`config.mk`:
```
export PLATFORM = sky130hd
export DESIGN_NAME = cog_hub_port
export DESIGN_NICKNAME = d
export VERILOG_FILES = /design/src/rtl/cog_hub_port.sv
export SDC_FILE = /design/constraint.sdc
export NUM_CORES = 1
export LEC_CHECK = 0
export CAP_MARGIN = 20
export CORE_ASPECT_RATIO = 1.5
export CORE_MARGIN = 4
export CORE_UTILIZATION = 25
export DETAILED_ROUTE_END_ITERATION = 10
export HOLD_SLACK_MARGIN = 0.15
export MAX_ROUTING_LAYER = met4
export PLACE_DENSITY_LB_ADDON = 0.25
export SLEW_MARGIN = 25
export SYNTH_ARGS = -nofsm -noshare
export SYNTH_HDL_FRONTEND = slang
export SYNTH_SLANG_ARGS = --single-unit
```
`constraint.sdc`:
```
create_clock -name clk_in -period 6.45 [get_ports clk_in]
set_clock_uncertainty 0.15 [all_clocks]
set_input_delay 1.29 -clock clk_in [delete_from_list [all_inputs] [get_ports clk_in]]
set_output_delay 1.29 -clock clk_in [all_outputs]
set_load 0.02 [all_outputs]
```
`src/rtl/cog_hub_port.sv`:
```
// Cog-side initiator for the hub memory port: holds one read or posted write strobe until the
// hub grants the slot, returns read data to the cog, and aborts requests the hub never acks.
module cog_hub_port #(
    parameter int unsigned TIMEOUT = 15,
    parameter int unsigned CNT_W   = $clog2(TIMEOUT + 1)
) (
    input  logic        clk_in,
    input  logic        reset_in,
    input  logic        cog_req_in,
    input  logic        cog_we_in,
    input  logic [1:0]  cog_size_in,
    input  logic [16:0] cog_addr_in,
    input  logic [31:0] cog_wdata_in,
    output logic        cog_busy_o,
    output logic        cog_done_o,
    output logic [31:0] cog_rdata_o,
    output logic        cog_err_o,
    output logic [16:0] hub_mem_addr_o,
    output logic [31:0] hub_mem_data_o,
    output logic [1:0]  hub_mem_size_o,
    output logic        hub_mem_read_o,
    output logic        hub_mem_write_o,
    input  logic        hub_mem_ack_in,
    input  logic [31:0] hub_mem_data_in
);

    typedef enum logic [1:0] {
        StIdle,
        StRdReq,
        StRdData,
        StWrReq
    } state_e;

    state_e            state_q;
    logic [CNT_W-1:0]  wdog_q;
    logic              wdog_expired;

    assign wdog_expired = (wdog_q == CNT_W'(TIMEOUT - 1));

    always_ff @(posedge clk_in or posedge reset_in) begin
        if (reset_in) begin
            state_q         <= StIdle;
            wdog_q          <= '0;
            cog_busy_o      <= 1'b0;
            cog_done_o      <= 1'b0;
            cog_rdata_o     <= '0;
            cog_err_o       <= 1'b0;
            hub_mem_addr_o  <= '0;
            hub_mem_data_o  <= '0;
            hub_mem_size_o  <= '0;
            hub_mem_read_o  <= 1'b0;
            hub_mem_write_o <= 1'b0;
        end else begin
            cog_done_o <= 1'b0;
            case (state_q)
                StIdle: begin
                    if (cog_req_in) begin
                        hub_mem_addr_o <= cog_addr_in;
                        hub_mem_size_o <= cog_size_in;
                        hub_mem_data_o <= cog_wdata_in;
                        wdog_q         <= '0;
                        cog_err_o      <= 1'b0;
                        cog_busy_o     <= 1'b1;
                        if (cog_we_in) begin
                            // Posted write: release the cog on the accept edge.
                            state_q         <= StWrReq;
                            hub_mem_write_o <= 1'b1;
                            cog_done_o      <= 1'b1;
                        end else begin
                            state_q        <= StRdReq;
                            hub_mem_read_o <= 1'b1;
                        end
                    end
                end
                StRdReq: begin
                    if (hub_mem_ack_in) begin
                        hub_mem_read_o <= 1'b0;
                        state_q        <= StRdData;
                    end else if (wdog_expired) begin
                        hub_mem_read_o <= 1'b0;
                        cog_err_o      <= 1'b1;
                        cog_done_o     <= 1'b1;
                        cog_rdata_o    <= '0;
                        cog_busy_o     <= 1'b0;
                        state_q        <= StIdle;
                    end else begin
                        wdog_q <= wdog_q + 1'b1;
                    end
                end
                StRdData: begin
                    // Hub data is valid the cycle after its ack.
                    cog_rdata_o <= hub_mem_data_in;
                    cog_done_o  <= 1'b1;
                    cog_busy_o  <= 1'b0;
                    state_q     <= StIdle;
                end
                StWrReq: begin
                    if (hub_mem_ack_in) begin
                        hub_mem_write_o <= 1'b0;
                        cog_busy_o      <= 1'b0;
                        state_q         <= StIdle;
                    end else if (wdog_expired) begin
                        hub_mem_write_o <= 1'b0;
                        cog_err_o       <= 1'b1;
                        cog_busy_o      <= 1'b0;
                        state_q         <= StIdle;
                    end else begin
                        wdog_q <= wdog_q + 1'b1;
                    end
                end
                default: begin
                    hub_mem_read_o  <= 1'b0;
                    hub_mem_write_o <= 1'b0;
                    cog_busy_o      <= 1'b0;
                    state_q         <= StIdle;
                end
            endcase
        end
    end

endmodule
```
# Word-level counts from Yosys, hierarchy flattened
# Index checks and enable logic that the tools add are counted.
# word_totals
word_cells,74
ff_bits,94
in_bits,88
out_inout_bits,88
# op_classes
n_eq_ne,14
muxes,35
reduce_logical,13
addsub,1
# op_table
operator,n
32-bit 2-to-1 mux,2
32-bit one-hot mux with 2 select lines,1
1-bit 2-to-1 mux,17
4-bit AND reduction,4
2-bit != test (second input constant),7
4-bit 2-to-1 mux,3
2-bit 2-to-1 mux,5
2-bit one-hot mux with 4 select lines,1
4-bit one-hot mux with 2 select lines,1
2-bit nonzero test,4
3-bit != test (second input constant),2
1-bit one-hot mux with 2 select lines,3
4-bit by 1-bit adder with 4-bit output (second input constant),1
2-bit equality test (second input constant),2
4-bit equality test (second input constant),1
1-bit one-hot mux with 4 select lines,1
2-bit AND reduction,2
1-bit one-hot mux with 3 select lines,1
3-bit AND reduction,1
2-bit by 1-bit equality test with 1-bit output (second input constant),1
2-bit logical NOT,1
2-bit by 1-bit != test with 1-bit output (second input constant),1
2-bit OR reduction,1

# Logic depth before layout (Yosys ltp)
# depth
word_depth,4
depth_mapped,6
mapped_depth_nobuf,5

# Worst setup path before layout
# Ideal clock, no wire load.
# synth_timing
path_type,input port to flip-flop
start,in cog_req_in
end,reg hub_mem_addr_o[13]
stages,5
setup_ns,0.116
path_buffers,2
slack_ns,4.179
arrival_ns,2.004
t_required_ns,6.184
path_cell_list,or3b_1 > buf_6 > buf_6 > nand2_1 > nand2_1
# synth_between
elab_chain_cells,1
# synth_lines
item,line_no,rtl
"start, declared",9,"input logic cog_req_in,"
2-bit AND reduction (no line),-,
"end signal, assigned",58,hub_mem_addr_o <= cog_addr_in;
"end, declared",18,"output logic [16:0] hub_mem_addr_o,"
# No other way between the ends.
# A chain may end at the register's enable or synchronous reset.

# Worst setup path in the final report
# layout_timing
start,reg cog_busy_o
end,out cog_busy_o
# layout_rtl
item,line_no,rtl
"start, declared",14,"output logic cog_busy_o,"
"start signal, assigned",44,cog_busy_o <= 1'b0;
"start signal, assigned",63,cog_busy_o <= 1'b1;
"start signal, assigned",84,cog_busy_o <= 1'b0;
# No word-level cell between the ends.

==> results_dict.tcl <==
set metrics [dict create \
    cp_slowest_cell "clkdlybuf4s50_1" \
    hold_class "flip-flop to flip-flop" \
    finalNonFillerCells 782 \
    relSlewSlack 0.4736 \
    dp_cells 766 \
    grt_pass1_wl_um 16390 \
    fmax_ghz 0.3558 \
    synth_largest_area_cell "dfrtp_1" \
    gp_congestion 0.7313 \
    via_per_inst 4.161 \
    syn_avg_cell_area_sq_um 9.275 \
    synth_top_area_frac 0.6156 \
    cts_tree "yes" \
    slowest_delay_ns 0.64 \
    clockBufferDepth 2 \
    critPathCaptureType "primary output" \
    synth_warnings 0 \
    rsz0062_at_grt "no" \
    crit_buf_inv 1 \
    clk_latency_ns 0.34 \
    hold_buffers 0 \
    crit_path_max_fanout 4 \
    post_cts_resized 0 \
    stdcell_area_sq_um 5979 \
    cp.required_ns 5.01 \
    ctsHtreeMaxLevel 3 \
    antenna_cells 0 \
    drc 0 \
    io-pin-count 176 \
    yosys-top-cells-area "dfrtp_1 (62%), nand2_1 (22%), a21oi_1 (4.7%)" \
    post-route-util 0.3968 \
    core-area_sq_um 15070 \
    die_w_um 108.9 \
    max-cap-violations 0 \
    holdWs_ns 0.3210 \
    cts_buffers 9 \
    peakVddDrop_uv 191.2 \
    antenna_left 0 \
    timing.final.crit_share 0.4358 \
    synth_nets 502 \
    tns_ns 0 \
    syn_area_sq_um 3821 \
    setup_viol 0 \
    std_cell_rows 55 \
    vias 3254 \
    synthCells 412 \
    drive_gt1_frac 0.04117 \
    min_path_cells 2 \
    path_depth 1 \
    die_y_um 159.4 \
    cts_num_sinks 94 \
    grt_max_degree 63 \
    detail_route.wl_per_cell_um 13.41 \
    hold_violations 0 \
    clock-root-buffer "clkbuf_16" \
    grt_remaining_overflow 0 \
    status "finished, final reports clean" \
    slew_violations 0 \
    post-cts-setup-buffers 0 \
    antenna_found_initial 0 \
    numPortBuffers 175 \
    grt_usage 0.1234 \
    leakagePower_nw 2.732 \
    grt_pass1_vias 3236 \
    setup.worst_path.class "flip-flop to primary output" \
    crit_path_start_kind "flip-flop" \
    syn_to_final_growth_pct 56.48 \
    dp_hpwl_um 7608 \
    start_util 0.2535 \
    r2r_cells 6 \
    drtIter0Drc 183 \
    dieArea_sq_um 17370 \
    synth_cell_types 32 \
    dr.pass1.iters 4 \
    seq_area_frac_synth 0.6156 \
    fin_nets 668 \
    cp_top_family "buffers and inverters" \
    routed_wl_um 10490 \
    min_period_ns 2.811 \
    worstMarginPinSlew_ns 0.7895 \
    clk_pin_slew_worst_paths_ns 0.07 \
    powerDensity_nw_per_um2 500.6 \
    place_area_sq_um 5680 \
    crit_chain "clkdlybuf4s50_1" \
    worstPathArrival_ns 1.37 \
    ys_ff_latch 94 \
]
-- sequential cells by signal, summed over array words and instances, names as in the netlist --
| name | cells |
|---|---|
| hub_mem_addr_o | 17 |
| wdog_q | 4 |
| hub_mem_size_o | 2 |
| hub_mem_write_o | 1 |
| state_q | 2 |
| hub_mem_data_o | 32 |
| hub_mem_read_o | 1 |
| cog_busy_o | 1 |
| cog_rdata_o | 32 |
| cog_done_o | 1 |
| cog_err_o | 1 |
-- layout make-up --
type	count	area [sq um]
Inverter	4	17.52
Tap cell	199	249.0
Sequential cell	94	2352
Clock inverter	6	70.07
Timing Repair Buffer	178	1778
Fill cell	1499	9091
Clock buffer	10	229.0
Multi-Input combinational cell	291	1284
-- cell usage after synthesis --
library cell  number
nor3_2             1
or3b_1             1
nand3_1            3
ha_1               2
and2b_1            1
nor2b_1            2
nor2_1             2
a31o_1             1
a21boi_0           1
o21a_1             1
a21oi_1           36
or2b_4             1
nor3_1             1
o21ai_1            1
clkbuf_1           3
nor3b_4            1
a31oi_1            2
a211oi_1           1
a2bb2oi_1          1
buf_2              8
a41oi_1            1
nand3b_1           1
inv_1              4
nand2_1          222
o22ai_1            1
mux2i_1            2
o21bai_1           1
dfrtp_1           94
nand2b_1           1
o21ai_0            2
a311oi_1           1
buf_6             12
-- cells by family after synthesis --
kind of cell / count (synthesis) / synth area share
buf+inv: 27 / 0.05272
compound gates: 50 / 0.07302
simple gates: 237 / 0.2469
fa+ha+maj: 2 / 0.006548
mux: 2 / 0.005239
flops: 94 / 0.6156
-- final timing paths --
check / startpoint / end / slack (ns)
setup / recovery: cog_busy_o / cog_busy_o / 3.64
hold / removal: hub_mem_addr_o[7] / hub_mem_addr_o[7] / 0.32
setup reg to reg: wdog_q[0] / cog_rdata_o[21] / 4.40
hold reg to reg: hub_mem_addr_o[7] / hub_mem_addr_o[7] / 0.32
max in group asynchronous: reset_in / hub_mem_addr_o[7] / 3.85
min in group asynchronous: reset_in / hub_mem_size_o[1] / 1.15
-- per-stage QoR --
stage | power (mW) | worst slack (ns)
floorplan | 1.822 | 2.561
finish | 2.993 | 3.639
detailed placement | 2.502 | 3.347
global route | 3.204 | 3.576
global placement | 2.472 | 3.077
CTS | 3.051 | 3.622
-- per-layer routing --
layer,vias to the layer above,GRT usage,share of wire
li1,1625,-,-
met1,1513,0.1348,0.39
met2,103,0.2142,0.54
met3,13,0.02069,0.056
met4,0,0.05686,0.019
met5,-,-,0
-- placed cells by master, fill, tap and decap left out, drive strengths merged, types with 2 or more instances in the layout --
master,count
buf,3
nor2,2
inv,6
nor2b,2
clkdlybuf4s50,175
dfrtp,94
nand2,222
a21oi,36
clkinvlp,2
ha,2
clkbuf,10
nor3,2
nand3,3
a31oi,2
o21ai,3
mux2i,2
-- power by group --
part | switching (mW) | internal, mW
Combinational | 0.758 | 0.661
Clock | 0.230 | 0.304
Sequential | 0.176 | 0.866
Note: power is estimated with default switching activity, not from simulation.
